[src/rtl/axis_pkg.sv]
// Shared types and constants for the AXI-Stream framing stages.
package axis_pkg;

  localparam int unsigned AXIS_DATA_WIDTH = 64;

  typedef enum logic {
    IDLE,
    HOLD
  } state_t;

  // Width needed to hold 0..n; at least 1 bit.
  function automatic int unsigned cnt_width(input int unsigned n);
    return (n < 1) ? 1 : $clog2(n + 1);
  endfunction

endpackage

[src/rtl/axis_reframe_if.sv]
// AXI-Stream bundle (tdata/tlast/tvalid/tready) with master/slave views.
interface axis_reframe_if
  import axis_pkg::*;
#(
  parameter int unsigned DATA_WIDTH = AXIS_DATA_WIDTH
) ();

  logic [DATA_WIDTH-1:0] tdata;
  logic                  tlast;
  logic                  tvalid;
  logic                  tready;

  modport master (output tdata, output tlast, output tvalid, input tready);
  modport slave  (input tdata, input tlast, input tvalid, output tready);

endinterface

[src/rtl/axis_reframe.sv]
// Rebuilds AXI-Stream tlast framing by holding back the newest beat until the
// frame end is known (sideband marker, beat-count limit or idle timeout).
module axis_reframe
  import axis_pkg::*;
#(
  parameter int unsigned DATA_WIDTH     = AXIS_DATA_WIDTH,
  parameter int unsigned MAX_BEATS      = 256,
  parameter int unsigned TIMEOUT_CYCLES = 1024,
  parameter int unsigned CNT_W          = cnt_width(MAX_BEATS)
) (
  input  logic           clk,
  input  logic           rst,
  axis_reframe_if.slave  s_axis,
  axis_reframe_if.master m_axis,
  output logic           frame_done
);

  localparam int unsigned TMR_W    = cnt_width(TIMEOUT_CYCLES);
  localparam int unsigned TMO_LAST = (TIMEOUT_CYCLES == 0) ? 0 : TIMEOUT_CYCLES - 1;

  state_t                state, state_nxt;
  logic [CNT_W-1:0]      cnt, cnt_nxt;
  logic [TMR_W-1:0]      timer, timer_nxt;
  logic [DATA_WIDTH-1:0] hold_data;
  logic [DATA_WIDTH-1:0] out_data;
  logic                  out_valid;
  logic                  out_last;

  logic out_free;
  logic s_ready;
  logic beat_acc;
  logic mark_acc;
  logic at_max;
  logic timeout_hit;
  logic load_hold;
  logic load_out;
  logic load_last;

  assign out_free    = !out_valid || m_axis.tready;
  assign at_max      = (cnt == CNT_W'(MAX_BEATS));
  assign timeout_hit = (TIMEOUT_CYCLES != 0) && (timer == TMR_W'(TMO_LAST));
  assign s_ready     = (state == IDLE) ||
                       ((state == HOLD) && (cnt < CNT_W'(MAX_BEATS)) && out_free);
  assign beat_acc    = s_axis.tvalid && s_ready;
  assign mark_acc    = s_axis.tlast && !s_axis.tvalid && s_ready;

  assign s_axis.tready = s_ready;
  assign m_axis.tdata  = out_data;
  assign m_axis.tlast  = out_last;
  assign m_axis.tvalid = out_valid;

  always_ff @(posedge clk or negedge rst) begin
    if (!rst) begin
      state <= IDLE;
      cnt   <= '0;
      timer <= '0;
    end else begin
      state <= state_nxt;
      cnt   <= cnt_nxt;
      timer <= timer_nxt;
    end
  end

  always_comb begin
    state_nxt = state;
    cnt_nxt   = cnt;
    timer_nxt = timer;
    load_hold = 1'b0;
    load_out  = 1'b0;
    load_last = 1'b0;
    unique case (state)
      IDLE: begin
        // A marker with nothing held is an empty frame and is dropped.
        if (beat_acc) begin
          load_hold = 1'b1;
          cnt_nxt   = CNT_W'(1);
          timer_nxt = '0;
          state_nxt = HOLD;
        end
      end
      HOLD: begin
        if (beat_acc) begin
          load_hold = 1'b1;
          load_out  = 1'b1;
          cnt_nxt   = cnt + CNT_W'(1);
          timer_nxt = '0;
        end else if (mark_acc || timeout_hit || at_max) begin
          // Timeout and count causes persist on their own while out is blocked.
          if (out_free) begin
            load_out  = 1'b1;
            load_last = 1'b1;
            cnt_nxt   = '0;
            timer_nxt = '0;
            state_nxt = IDLE;
          end
        end else if ((TIMEOUT_CYCLES != 0) && !timeout_hit) begin
          timer_nxt = timer + TMR_W'(1);
        end
      end
      default: state_nxt = IDLE;
    endcase
  end

  always_ff @(posedge clk or negedge rst) begin
    if (!rst) begin
      hold_data  <= '0;
      out_data   <= '0;
      out_valid  <= 1'b0;
      out_last   <= 1'b0;
      frame_done <= 1'b0;
    end else begin
      if (load_hold) begin
        hold_data <= s_axis.tdata;
      end
      if (load_out) begin
        out_data  <= hold_data;
        out_last  <= load_last;
        out_valid <= 1'b1;
      end else if (m_axis.tready) begin
        out_valid <= 1'b0;
      end
      frame_done <= out_valid && m_axis.tready && out_last;
    end
  end

endmodule

[src/flat_wrapper.sv]
// flat-port wrapper written by rule: the top's interface ports become plain ports
module axis_reframe_flat import axis_pkg::*;
#(
  parameter int unsigned DATA_WIDTH     = AXIS_DATA_WIDTH,
  parameter int unsigned MAX_BEATS      = 256,
  parameter int unsigned TIMEOUT_CYCLES = 1024,
  parameter int unsigned CNT_W          = cnt_width(MAX_BEATS)
)
  (clk, rst, frame_done, s_axis_tdata, s_axis_tlast, s_axis_tvalid, s_axis_tready, m_axis_tdata, m_axis_tlast, m_axis_tvalid, m_axis_tready);
  axis_reframe_if #(.DATA_WIDTH(DATA_WIDTH)) s_axis_i ();
  axis_reframe_if #(.DATA_WIDTH(DATA_WIDTH)) m_axis_i ();
  input  logic clk;
  input  logic rst;
  output logic frame_done;
  input wire logic [$bits(s_axis_i.tdata)-1:0] s_axis_tdata;
  input wire logic [$bits(s_axis_i.tlast)-1:0] s_axis_tlast;
  input wire logic [$bits(s_axis_i.tvalid)-1:0] s_axis_tvalid;
  output wire logic [$bits(s_axis_i.tready)-1:0] s_axis_tready;
  output wire logic [$bits(m_axis_i.tdata)-1:0] m_axis_tdata;
  output wire logic [$bits(m_axis_i.tlast)-1:0] m_axis_tlast;
  output wire logic [$bits(m_axis_i.tvalid)-1:0] m_axis_tvalid;
  input wire logic [$bits(m_axis_i.tready)-1:0] m_axis_tready;
  assign s_axis_i.tdata = s_axis_tdata;
  assign s_axis_i.tlast = s_axis_tlast;
  assign s_axis_i.tvalid = s_axis_tvalid;
  assign s_axis_tready = s_axis_i.tready;
  assign m_axis_tdata = m_axis_i.tdata;
  assign m_axis_tlast = m_axis_i.tlast;
  assign m_axis_tvalid = m_axis_i.tvalid;
  assign m_axis_i.tready = m_axis_tready;
  axis_reframe #(.DATA_WIDTH(DATA_WIDTH), .MAX_BEATS(MAX_BEATS), .TIMEOUT_CYCLES(TIMEOUT_CYCLES), .CNT_W(CNT_W)) u_core (.clk(clk), .rst(rst), .s_axis(s_axis_i), .m_axis(m_axis_i), .frame_done(frame_done));
endmodule
[config.mk]
export PLATFORM = sky130hd
export DESIGN_NAME = axis_reframe_flat
export DESIGN_NICKNAME = d
export VERILOG_FILES = /design/src/rtl/axis_pkg.sv /design/src/rtl/axis_reframe_if.sv /design/src/rtl/axis_reframe.sv /design/src/flat_wrapper.sv
export SDC_FILE = /design/constraint.sdc
export NUM_CORES = 1
export LEC_CHECK = 0
export CORE_UTILIZATION = 56
export DETAILED_ROUTE_END_ITERATION = 12
export DONT_BUFFER_PORTS = 1
export HOLD_SLACK_MARGIN = 0.08
export PLACE_DENSITY = 0.71
export SLEW_MARGIN = 0
export SYNTH_ARGS = -nofsm -noshare
export SYNTH_HDL_FRONTEND = slang
export SYNTH_SLANG_ARGS = --single-unit
[constraint.sdc]
create_clock -name clk -period 5.1 [get_ports clk]
set_clock_uncertainty 0.15 [all_clocks]
set_input_delay 0.255 -clock clk [delete_from_list [all_inputs] [get_ports clk]]
set_output_delay 0.255 -clock clk [all_outputs]
set_load 0.02 [all_outputs]
# Word level (Yosys, flattened, before mapping)

Cells that the tools add are included.
Widths: inputs -> output; s select.

Output and inout bits: 68
Bits of input ports: 69
Register bits after elaboration: 152

Muxes and demuxes: 24
Equality and inequality tests: 7
Add/subtract/negate cells: 2
Bitwise logic cells: 1
Magnitude comparators: 1
Reductions and logical operators: 16

Operators by type and width:

| kind                  | number |
|---|---|
| $mux 11               | 5 |
| $mux 9                | 4 |
| $pmux 11 s2           | 1 |
| $pmux 9 s2            | 1 |
| $mux 1                | 12 |
| $add 11x1->11 const B | 1 |
| $eq 11x10->1 const B  | 1 |
| $add 9x1->9 const B   | 1 |
| $eq 9x9->1 const B    | 1 |
| $lt 9x9->1 const B    | 1 |
| $ne 4x4->1 const B    | 2 |
| $logic_and 1x1->1     | 7 |
| $ne 3x3->1 const B    | 2 |
| $reduce_and 3->1      | 2 |
| $logic_or 1x1->1      | 4 |
| $logic_not 1->1       | 2 |
| $ne 2x1->1 const B    | 1 |
| $pmux 1 s2            | 1 |
| $reduce_bool 2->1     | 1 |
| $not 1->1             | 1 |

# Depth between registers and ports, before layout

Depth in word-level cells: 11
Mapped depth: 9
Gate-level depth less buffers: 6

# Worst setup path before layout

OpenSTA, ideal clock, no wires.

Path type: register to register
Start: register u_core.out_valid, in the netlist u_core.m_axis.tvalid
End: register u_core.hold_data[0]
Buffers on the path: 1
Slack: 2673 ps
Stages on the path, launching flop included: 6
Data arrival time: 2152 ps
Path through: dfrtp_1 > nor2b_1 > o21ai_0 > nand2_1 > buf_2 > mux2_2

Word-level cells in the longest chain between the ends: 6

Ends and longest elaborated chain:

| what                   | line                                   | RTL |
|---|---|---|
| start, declared        | axis_reframe.sv:26                     | `logic out_valid;` |
| start signal, assigned | axis_reframe.sv:108                    | `out_valid <= 1'b0;` |
| start signal, assigned | axis_reframe.sv:118                    | `out_valid <= 1'b1;` |
| start signal, assigned | axis_reframe.sv:120                    | `out_valid <= 1'b0;` |
| $logic_not 1->1        | axis_reframe.sv:39                     | `assign out_free = !out_valid \|\| m_axis.tready;` |
| $logic_or 1x1->1       | axis_reframe.sv:39                     |  |
| $logic_and 1x1->1      | axis_reframe.sv:43                     | `((state == HOLD) && (cnt < CNT_W'(MAX_BEATS)) && out_free);` |
| $logic_or 1x1->1       | axis_reframe.sv:42                     | `assign s_ready = (state == IDLE) \|\|` |
| via s_axis_tready      | flat_wrapper.sv:18                     | `output wire logic [$bits(s_axis_i.tready)-1:0] s_axis_tready;` |
| $logic_and 1x1->1      | axis_reframe.sv:44                     | `assign beat_acc = s_axis.tvalid && s_ready;` |
| $mux 1                 | axis_reframe.sv:74, axis_reframe.sv:82 |  |
| end signal, assigned   | axis_reframe.sv:113                    | `hold_data <= s_axis.tdata;` |
| end, declared          | axis_reframe.sv:24                     | `logic [DATA_WIDTH-1:0] hold_data;` |

The timed path passes the listed nets, and every way through them passes these cells.
A chain may end at the register's enable or synchronous reset.

# Worst setup path in the final report

Start: register u_core.timer[0]
End: register u_core.out_data[57], in the netlist u_core.m_axis.tdata[57]

Word-level cells in the longest chain between the ends: 6

Ends and longest elaborated chain:

| what                           | line                | RTL |
|---|---|---|
| start, declared                | axis_reframe.sv:23  | `logic [TMR_W-1:0] timer, timer_nxt;` |
| start signal, assigned         | axis_reframe.sv:60  | `timer <= timer_nxt;` |
| $eq 11x10->1                   | axis_reframe.sv:41  | `assign timeout_hit = (TIMEOUT_CYCLES != 0) && (timer == TMR_W'(TMO_LAST));` |
| $logic_or 1x1->1 (2 in series) | axis_reframe.sv:87  | `end else if (mark_acc \|\| timeout_hit \|\| at_max) begin` |
| $mux 1                         | axis_reframe.sv:87  |  |
| $mux 1                         | axis_reframe.sv:82  | `if (beat_acc) begin` |
| $mux 1                         | axis_reframe.sv:71  | `unique case (state)` |
| end signal, assigned           | axis_reframe.sv:116 | `out_data <= hold_data;` |
| end, declared                  | axis_reframe.sv:25  | `logic [DATA_WIDTH-1:0] out_data;` |

No other way between the ends.

==> results.md <==
* Maxcap violations at 0
* Number of flops mapped to enable cells by yosys at 0
* H-tree levels at 4
* Post-Place Worst Slack at 2.052 ns
* Synth async-reset ratio at 100.0%
* Most frequent cell after synthesis: dfrtp_1
* Ys Warns at 0
* First-pass GRT wire length at 19.60 mm
* Simple-gate area share of the yosys netlist at 6.469%
* Gpl congestion at 0.7853
* R2R Path Start: u_core.timer[0]
* Area Overhead vs Synth at 22.35%
* Worst slew pin tran at 0.9509 ns
* Final worst slack at 2.049 ns
* Synthesized instance count at 424
* Critical Path AT at 3.30 ns
* RSZ-0062 raised after global routing: false
* Hpwl dp at 6.860 mm
* Wire per inst at 18.25 um
* Final antenna-violating net count at 0
* Top post-synthesis cells by count: dfrtp_1, mux2_2, mux2_1
* Hold Path Class: in -> reg
* R2R Path End: u_core.m_axis.tdata[57]
* Remaining global-route overflow at 0
* Total CTS buffers at 17
* TritonCTS Sinks at 152
* Syn_area_per_cell at 14.42 sq um
* Worst skew pair latency at 0.52 ns
* Ranking of synthesized cells by area: dfrtp_1, mux2_2, mux2_1
* # fillers at 716
* Peak VDD IR at 0.3892 mV
* Starting DRC count in detailed routing at 145
* Via count at 3645
* Area leader, netlist: dfrtp_1
* Crit path capture type: flip-flop
* FF-to-FF path depth at 7
* P_leak at 3.154 nW
* Relative slew slack at 36.07%
* Setup TNS at 0 ns
* Critical path data required time at 5.34 ns
* Post-CTS setup buffer count at 0
* GRT Total Usage at 22.77%
* Final setup violation count at 0
* Mux contribution to synthesized area at 23.58%
* Ys flop type: dfrtp_1
* Fin nets at 568
* Maximum clock path buffer count at 2
* Starting Density at 58.42%
* Final hold viol count at 0
* Post-route DRC violation count at 0
* Top-area cell type share of the netlist area at 62.23%
* Die span in x at 106.5 um
* Post-Place Cell Area at 6191 sq um
* Die area at 11340 sq um
* Clk root buf: clkbuf_8
* Outcome: finished, final reports clean
* Design Power at 3.581 mW
* Syn_nets at 496
* Reg area at 3804 sq um
* Synth Cell Area at 6112 sq um
* Hold Path Sink: u_core.timer[4]
* Layout cells sized above 1 at 24.17%
* Hold Path Origin: s_axis_tlast
* Largest family of logic cells by synthesized area: multiplexers
* CP Launch Point: u_core.timer[0]
* Worst-path clk slew at 0.06 ns
* CTS tree: built
* N_diodes at 0
* Register area share after synthesis at 62.23%
* Setup CP Type: reg -> reg
* Setup crit start kind: flip-flop
* Pwr dens at 478.9 nW/um^2
* Vias in the first global route at 3946
* Area occupied by multi-input gates at 2171 sq um
* Pin count of the biggest net entering global routing at 153
* CP max FO at 40
* Post-layout minimum cycle time at 3.051 ns
* FF-to-FF setup slack at 2.05 ns
* DR vias/cell at 5.651
* Yosys reg bits at 152
* Routed wire length at 11.77 mm
* I/O pins at 137
* Number of antenna violations at the first check in global routing at 0
* Initial DRT Pass Iterations at 4
* Core Box Area at 10460 sq um
* PortBufs at 0
* Fmax at 0.3277 GHz
* Netlist cell types at 39
* Xor and xnor fraction of the mapped netlist area at 0.2866%
* Adder-cell area share of the yosys netlist at 0.6141%
* Synth Area in Compound Gates at 4.401%
* Hold_ws at 0.1612 ns
* Post-route cell area at 7478 sq um
* Std cell rows at 37
* Hold Path Cell Cnt at 5
* Final period util at 59.83%
* Die Ht at 106.5 um
* Fin. max-slew vios at 0
-- how the worst max path moves through the flow --
stage	cells past startpoint	end	slack, ns
floorplan	5	u_core.hold_data[0]	2.67
global placement	7	u_core.m_axis.tdata[12]	2.13
global route	7	u_core.m_axis.tdata[57]	1.86
CTS	7	u_core.m_axis.tdata[12]	2.04
finish	7	u_core.m_axis.tdata[57]	2.05
detailed placement	7	u_core.m_axis.tdata[12]	2.05
-- layer usage --
| layer | routed length, um | GRT usage, % | vias up |
|---|---|---|---|
| li1 | - | - | 1664 |
| met1 | 4849 | 27.83 | 1860 |
| met2 | 5957 | 37.24 | 114 |
| met3 | 872 | 9.197 | 7 |
| met4 | 94 | 6.751 | 0 |
| met5 | 0 | 0 | - |
-- report_power, final --
| group | internal [mW] | switching, mW | leakage, nW |
|---|---|---|---|
| clock network | 0.734 | 0.475 | 0.280 |
| registers | 1.49 | 0.431 | 1.82 |
| logic | 0.263 | 0.192 | 1.06 |
-- kinds of logic (layout without fill, tap and decap cells) --
group / after synthesis / after routing
AOI/OAI and AO/OA: 46 / 46
xor gates and xnor gates: 2 / 2
adders and majority gates: 3 / 3
buffers and inverters: 22 / 107
DFF: 152 / 152
muxes: 128 / 128
and+or+nand+nor: 71 / 71
-- layout by cell type (no fill, tap or decap), drive strengths merged, types with 2 or more instances in the layout --
master	count
dfrtp	152
mux2	128
dlygate4sd3	68
clkbuf	21
o21ai	19
nand2	19
a21oi	14
nor2	11
nand3	9
o31ai	7
or3	5
clkinv	5
or4	4
inv	4
buf	4
nor2b	3
and3	3
nand2b	3
nor3	3
or2	3
ha	3
clkinvlp	3
nand4	2
xor2	2
bufinv	2
nor4	2
-- final cells by class --
type / instances / area share, %
sequential: 152 / 50.86
multi-input combinational: 250 / 29.03
timing repair buffer: 72 / 9.938
clock buffer: 21 / 6.140
tap: 136 / 2.275
clock inverter: 11 / 1.606
inverter: 3 / 0.1506
-- through the flow --
stage	instances	util (%)
2_1_floorplan	424	-
3_3_place_gp	544	59.17
3_5_place_dp	544	59.17
4_1_cts	645	71.48
5_1_grt	645	71.48
6_report	645	71.48
-- worst max-delay path: stages (launching register included) --
cell and delay, ns:
dfrtp_1 0.41, ha_1 0.20, nand3_1 0.16, nor4_4 0.41, nor2_2 0.12, a21oi_4 0.75
buf_12 0.33, mux2_1 0.37
-- sequential cells by signal (all words and copies together), names as in the netlist --
signal	cells
u_core.hold_data	64
u_core.m_axis.tdata	64
u_core.timer	11
u_core.cnt	9
u_core.frame_done	1
u_core.m_axis.tlast	1
u_core.m_axis.tvalid	1
u_core.state	1
-- what timing repair did --
action,4_1_cts,5_1_grt
gates resized for setup,0,0
hold buffers,69,0
endpoints found under the hold margin,231,0
endpoints found under the setup margin,0,0
(Power assumes the default switching activity.)
